<file path="src/rtl/bus_arbiter_if.sv">
// Bus arbitration handshake bundle: requesters drive req/lock, the arbiter
// returns a one-hot grant plus owner index, busy and timeout status.
interface bus_arbiter_if #(
  parameter int N = 4
);
  logic [N-1:0] req;
  logic [N-1:0] lock;
  logic [N-1:0] grant;
  logic [2:0]   grant_id;
  logic         busy;
  logic         timeout;

  modport master (
    output req, lock,
    input  grant, grant_id, busy, timeout
  );

  modport slave (
    input  req, lock,
    output grant, grant_id, busy, timeout
  );
endinterface

</file>
<file path="src/rtl/bus_arbiter.sv">
// Round-robin tiny16 bus arbiter with a one-cycle dead turnaround between owners.
// Define BUS_ARB_TIMEOUT_EN to enable MAX_HOLD tenure limiting with lock override.
module bus_arbiter #(
  parameter int N        = 4,
  parameter int MAX_HOLD = 16
) (
  input  logic           clk,
  input  logic           rst,
  bus_arbiter_if.slave   bus
);

  typedef enum logic [1:0] {IDLE, GRANT, TURN} state_t;

  state_t         state;
  logic [N-1:0]   grant_q;
  logic [2:0]     grant_id_q;
  logic [2:0]     ptr;
  logic           busy_q;
  logic           timeout_q;

  logic           sel_valid;
  logic [2:0]     sel_id;
  logic [3:0]     sel_sum;
  logic [2*N-1:0] req_rot;
  logic [N-1:0]   sel_onehot;
  logic           owner_req;
  logic [2:0]     ptr_after_owner;

  // Rotating the doubled request vector by ptr turns the round-robin scan
  // into a plain lowest-index search over req_rot[N-1:0].
  always_comb begin
    // NOTE: every always_comb output gets a default first, so no path can infer a latch.
    sel_valid = 1'b0;
    sel_sum   = '0;
    req_rot   = {bus.req, bus.req} >> ptr;
    for (int i = N - 1; i >= 0; i--) begin
      if (req_rot[i]) begin
        sel_valid = 1'b1;
        sel_sum   = {1'b0, ptr} + 4'(i);
      end
    end
    sel_id = (sel_sum >= 4'(N)) ? 3'(sel_sum - 4'(N)) : sel_sum[2:0];
  end

  assign sel_onehot      = {{(N-1){1'b0}}, 1'b1} << sel_id;
  assign owner_req       = |(bus.req & grant_q);
  assign ptr_after_owner = (grant_id_q == 3'(N - 1)) ? 3'd0 : grant_id_q + 3'd1;

`ifdef BUS_ARB_TIMEOUT_EN
  localparam int HW = (MAX_HOLD > 2) ? $clog2(MAX_HOLD) : 1;
  localparam logic [HW-1:0] HOLD_LAST = HW'(MAX_HOLD - 1);

  logic [HW-1:0] hold_cnt;
  logic          revoke;

  // A locked owner parks the counter at HOLD_LAST, so revoke fires on the
  // first edge where the lock is gone and someone else is waiting.
  assign revoke = (hold_cnt == HOLD_LAST) && (|(bus.req & ~grant_q))
                  && !(|(bus.lock & grant_q));

  always_ff @(posedge clk) begin
    if (!rst) begin
      hold_cnt <= '0;
    end else if (state != GRANT) begin
      hold_cnt <= '0;
    end else if (hold_cnt != HOLD_LAST) begin
      hold_cnt <= hold_cnt + 1'b1;
    end
  end
`else
  logic unused_cfg;
  assign unused_cfg = (^bus.lock) ^ (MAX_HOLD > 0);
`endif

  always_ff @(posedge clk) begin
    // NOTE: synchronous reset checked first inside the clocked block; all state uses <= only.
    if (!rst) begin
      state      <= IDLE;
      grant_q    <= '0;
      grant_id_q <= '0;
      busy_q     <= 1'b0;
      timeout_q  <= 1'b0;
      ptr        <= '0;
    end else begin
      timeout_q <= 1'b0;
      unique case (state)
        IDLE, TURN: begin
          if (sel_valid) begin
            state      <= GRANT;
            grant_q    <= sel_onehot;
            grant_id_q <= sel_id;
            busy_q     <= 1'b1;
          end else begin
            state <= IDLE;
          end
        end
        GRANT: begin
          if (!owner_req) begin
            state   <= TURN;
            grant_q <= '0;
            busy_q  <= 1'b0;
            ptr     <= ptr_after_owner;
          end
`ifdef BUS_ARB_TIMEOUT_EN
          else if (revoke) begin
            state     <= TURN;
            grant_q   <= '0;
            busy_q    <= 1'b0;
            ptr       <= ptr_after_owner;
            timeout_q <= 1'b1;
          end
`endif
        end
        default: begin
          state   <= IDLE;
          grant_q <= '0;
          busy_q  <= 1'b0;
        end
      endcase
    end
  end

  assign bus.grant    = grant_q;
  assign bus.grant_id = grant_id_q;
  assign bus.busy     = busy_q;
  assign bus.timeout  = timeout_q;

endmodule

</file>
<file path="src/flat_wrapper.sv">
// flat-port wrapper written by rule: the top's interface ports become plain ports
module bus_arbiter_flat 
#(
  parameter int N        = 4,
  parameter int MAX_HOLD = 16
)
  (clk, rst, bus_req, bus_lock, bus_grant, bus_grant_id, bus_busy, bus_timeout);
  bus_arbiter_if #(.N(N)) bus_i ();
  input  logic clk;
  input  logic rst;
  input wire logic [$bits(bus_i.req)-1:0] bus_req;
  input wire logic [$bits(bus_i.lock)-1:0] bus_lock;
  output wire logic [$bits(bus_i.grant)-1:0] bus_grant;
  output wire logic [$bits(bus_i.grant_id)-1:0] bus_grant_id;
  output wire logic [$bits(bus_i.busy)-1:0] bus_busy;
  output wire logic [$bits(bus_i.timeout)-1:0] bus_timeout;
  assign bus_i.req = bus_req;
  assign bus_i.lock = bus_lock;
  assign bus_grant = bus_i.grant;
  assign bus_grant_id = bus_i.grant_id;
  assign bus_busy = bus_i.busy;
  assign bus_timeout = bus_i.timeout;
  bus_arbiter #(.N(N), .MAX_HOLD(MAX_HOLD)) u_core (.clk(clk), .rst(rst), .bus(bus_i));
endmodule
</file>
<file path="config.mk">
export PLATFORM = sky130hd
export DESIGN_NAME = bus_arbiter_flat
export DESIGN_NICKNAME = d
export VERILOG_FILES = /design/src/rtl/bus_arbiter_if.sv /design/src/rtl/bus_arbiter.sv /design/src/flat_wrapper.sv
export SDC_FILE = /design/constraint.sdc
export NUM_CORES = 1
export LEC_CHECK = 0
export ABC_CLOCK_PERIOD_IN_PS = 2600
export BUFFER_PORTS_ARGS = -buffer_cell sky130_fd_sc_hd__buf_4
export CORE_MARGIN = 2
export CORE_UTILIZATION = 53
export DETAILED_ROUTE_END_ITERATION = 16
export PLACE_DENSITY_LB_ADDON = 0.05
export SETUP_SLACK_MARGIN = 0.4
export SLEW_MARGIN = 20
export SYNTH_ARGS = -nofsm -noshare
export SYNTH_HDL_FRONTEND = slang
export SYNTH_SLANG_ARGS = --single-unit
</file>
<file path="constraint.sdc">
create_clock -name clk -period 2.6 [get_ports clk]
set_input_delay 0.13 -clock clk [delete_from_list [all_inputs] [get_ports clk]]
set_output_delay 0.13 -clock clk [all_outputs]
set_load 0.03 [all_outputs]
</file>
==> metrics.cfg <==
[power]
power_density_nw_per_um2=539.6
p_leak_nw=0.5556
ir_drop_mv=0.4394

[timing]
rsz0062_at_grt=yes
drv_slew=0
setup_slack_ns=0.4010
finalCritPeriodShare=0.8458
fin_skew_ns=0.001764
max_freq_ghz=0.4548
finalSetupViolations=0
fin_tns_setup_ns=0
hold_viol=0
post-route-min-period_ns=2.199

[finish]
diodes=0
layout_common_cells=buf_4 (23), nor2_1 (18), a21oi_1 (12)
nFillCells=175
final_common_cell=buf_4
nets=176
area_delta_synth_final_pct=19.93
layout-drive-gt1-share=0.2625

[logic_synthesis]
ys_warn_count=0
synth_mux_area_frac=0.07127
yosysSeqAreaShare=0.2316
synth_area_per_cell_um2=7.969
syn-instance-count=141
synth_top_family_by_area=compound AO/OA/AOI/OAI gates
syn-num-nets=156
synthAdderAreaFrac=0.05568
yosys_register_bits=13
synth.distinct_cells=48
syn_area_um2=1124
synth-compound-area-share=0.2728
yosys.area_share.simple=0.2584
synth_xor_area_frac=0.01559

[setup_path]
path_buf_inv=1
crit_type=flop to flop
cpMaxStageDelayCell=or4b_4
crit_chain=buf_6 > ha_4 > and2b_1 > nor3_2 > a21oi_1 > o32ai_1 > or4b_4 > a32o_1
cpPeakStageDelay_ns=0.54
cp_top_family=simple AND/OR/NAND/NOR gates
cp_max_fo=5
crit_required_ns=2.77
start_kind=flop
cp-end-kind=flop
worstPathArrival_ns=2.37

[place]
gp_congestion=0.7968
dp_slack_ns=0.2632
port_buffers=13
hpwl_um=1705

[hold_path]
holdCritPathClass=input pin to flop

[clock_network]
path_clk_slew_ns=0.07
cts_made_buffers=3
cts_sinks=13
tritoncts=yes
htreeDepth=1
root_buffer=clkbuf_4
worstSkewPairLatency_ns=0.27
cts_buffer_depth=2
postCtsHoldBufs=0

[floorplan]
fp-row-count=16
die_h_um=50.04
dieWidth_um=50.04
io_pins=19
die-area_um2=2504
start_util=0.5669
core_um2=1982

[detailed_routing]
ant_nets=0
num_vias=1119
vias_per_cell=5.984
drt_wl_total_um=2548
firstDrtPassIters=4
drtIter0Drc=41
drcViolationCount=0
drt-wirelength-per-cell_um=13.63

[grt]
antenna_found_initial=0
grt.overflow.total=0
grt_pass1_vias=944
grt_util_all_layers=0.2172
grt_pass1_wl_um=4319
grt_max_degree=20

[run_status]
status=finished clean

[flow_run]
cap_violations=0

==> path summary, 6_finish.rpt <==
check / from / end / slack [ns] / cells past startpoint
setup reg to reg: u_core.ptr[2] / u_core.bus.grant[0] / 0.40 / 8
hold / removal: rst / u_core.bus.grant_id[1] / 0.13 / 3
hold reg to reg: u_core.bus.grant[0] / u_core.bus.grant[0] / 0.50 / 1
setup / recovery: u_core.ptr[2] / u_core.bus.grant[0] / 0.40 / 8
==> Yosys cell counts, drive strengths merged <==
library cell  count  share of area
nor2             18          0.060
dfxtp            13           0.23
a21oi            12          0.053
o21ai            10          0.045
buf               8          0.055
mux2i             8          0.071
nor3              8          0.046
inv               7          0.023
nand2             6          0.022
ha                5          0.056
a211oi            4          0.031
a32o              4          0.036
nor2b             3          0.017
a221oi            2          0.016
and2              2          0.011
and2b             2          0.013
and3b             2          0.016
clkbuf            2          0.010
nand2b            2          0.011
nor3b             2          0.013
o22ai             2          0.011
a211o             1         0.0078
a22o              1         0.0078
a22oi             1         0.0067
a311oi            1         0.0078
and4bb            1          0.011
clkinv            1         0.0033
conb              1         0.0033
nand3b            1         0.0067
nor4              1          0.011
o211ai            1         0.0067
o21bai            1         0.0067
o31ai             1         0.0067
o32a              1         0.0089
o32ai             1         0.0078
o41ai             1          0.014
or3b              1         0.0078
or4b              1          0.012
xnor2             1         0.0078
xor2              1         0.0078
==> logic make-up (layout without fill, tap and decap cells) <==
logic type               Yosys count  in the layout
AND/OR/NAND/NOR                   50             50
AO/OA/AOI/OAI                     44             44
flip-flops                        13             13
multiplexers                       8              8
buffers and inverters             18             37
adder cells (fa/ha/maj)            5              5
XOR/XNOR                           2              2
other                              1              1
==> where the power goes <==
group	leakage [nW]	total, mW	switching [mW]	internal [mW]
Sequential	0.109	0.249	0.0237	0.226
Combinational	0.432	0.356	0.204	0.153
Clock	0.0150	0.122	0.0622	0.0595
==> stage by stage <==
stage          std cells  hold slack, ns    util  instance area [um2]  power [mW]
3_3_place_gp         174          0.4138  0.6181                 1225      0.5678
5_1_grt              187          0.1358  0.6799                 1348      0.7820
2_1_floorplan        141          0.2657       -                 1144      0.5115
4_1_cts              183          0.1268  0.6572                 1303      0.7121
6_report             187          0.1296  0.6799                 1348      0.7272
3_5_place_dp         174          0.4156  0.6181                 1225      0.5727
==> tightest hold or removal path, delay by kind of cell <==
kind                   cells  cell delay, ns
AO/OA/AOI/OAI              1            0.06
AND/OR/NAND/NOR            1            0.04
buffers and inverters      1            0.13
==> flip-flops by register name, indices dropped and copies added, names as in the netlist <==
name and cells:
u_core.state 2, u_core.ptr 3, u_core.bus.grant_id 3, u_core.bus.busy 1, u_core.bus.grant 4
==> what timing repair did <==
item                                    in CTS  in global routing
pin swaps                                    4                  0
gates resized for setup                      5                  3
hold endpoints to repair                     0                  0
endpoints found under the setup margin       4                  4
buffers inserted                             5                  4
==> final cells by class <==
| class | count | area (um2) | area share |
|---|---|---|---|
| Multi-Input combinational cell | 110 | 785.8 | 0.5831 |
| Timing Repair Buffer | 25 | 195.2 | 0.1448 |
| Inverter | 8 | 37.54 | 0.02786 |
| Tap cell | 27 | 33.78 | 0.02507 |
| Sequential cell | 13 | 269.0 | 0.1996 |
| Clock buffer | 4 | 26.28 | 0.01950 |
==> routing by layer <==
layer  global-route usage  up-vias  share of wire
li1                     -      554              -
met1               0.3159      530           0.50
met2               0.3202       35           0.45
met3              0.05152        0          0.057
met4              0.05093        0              0
met5                    0        -              0
Note: power is estimated with default switching activity, not from simulation.
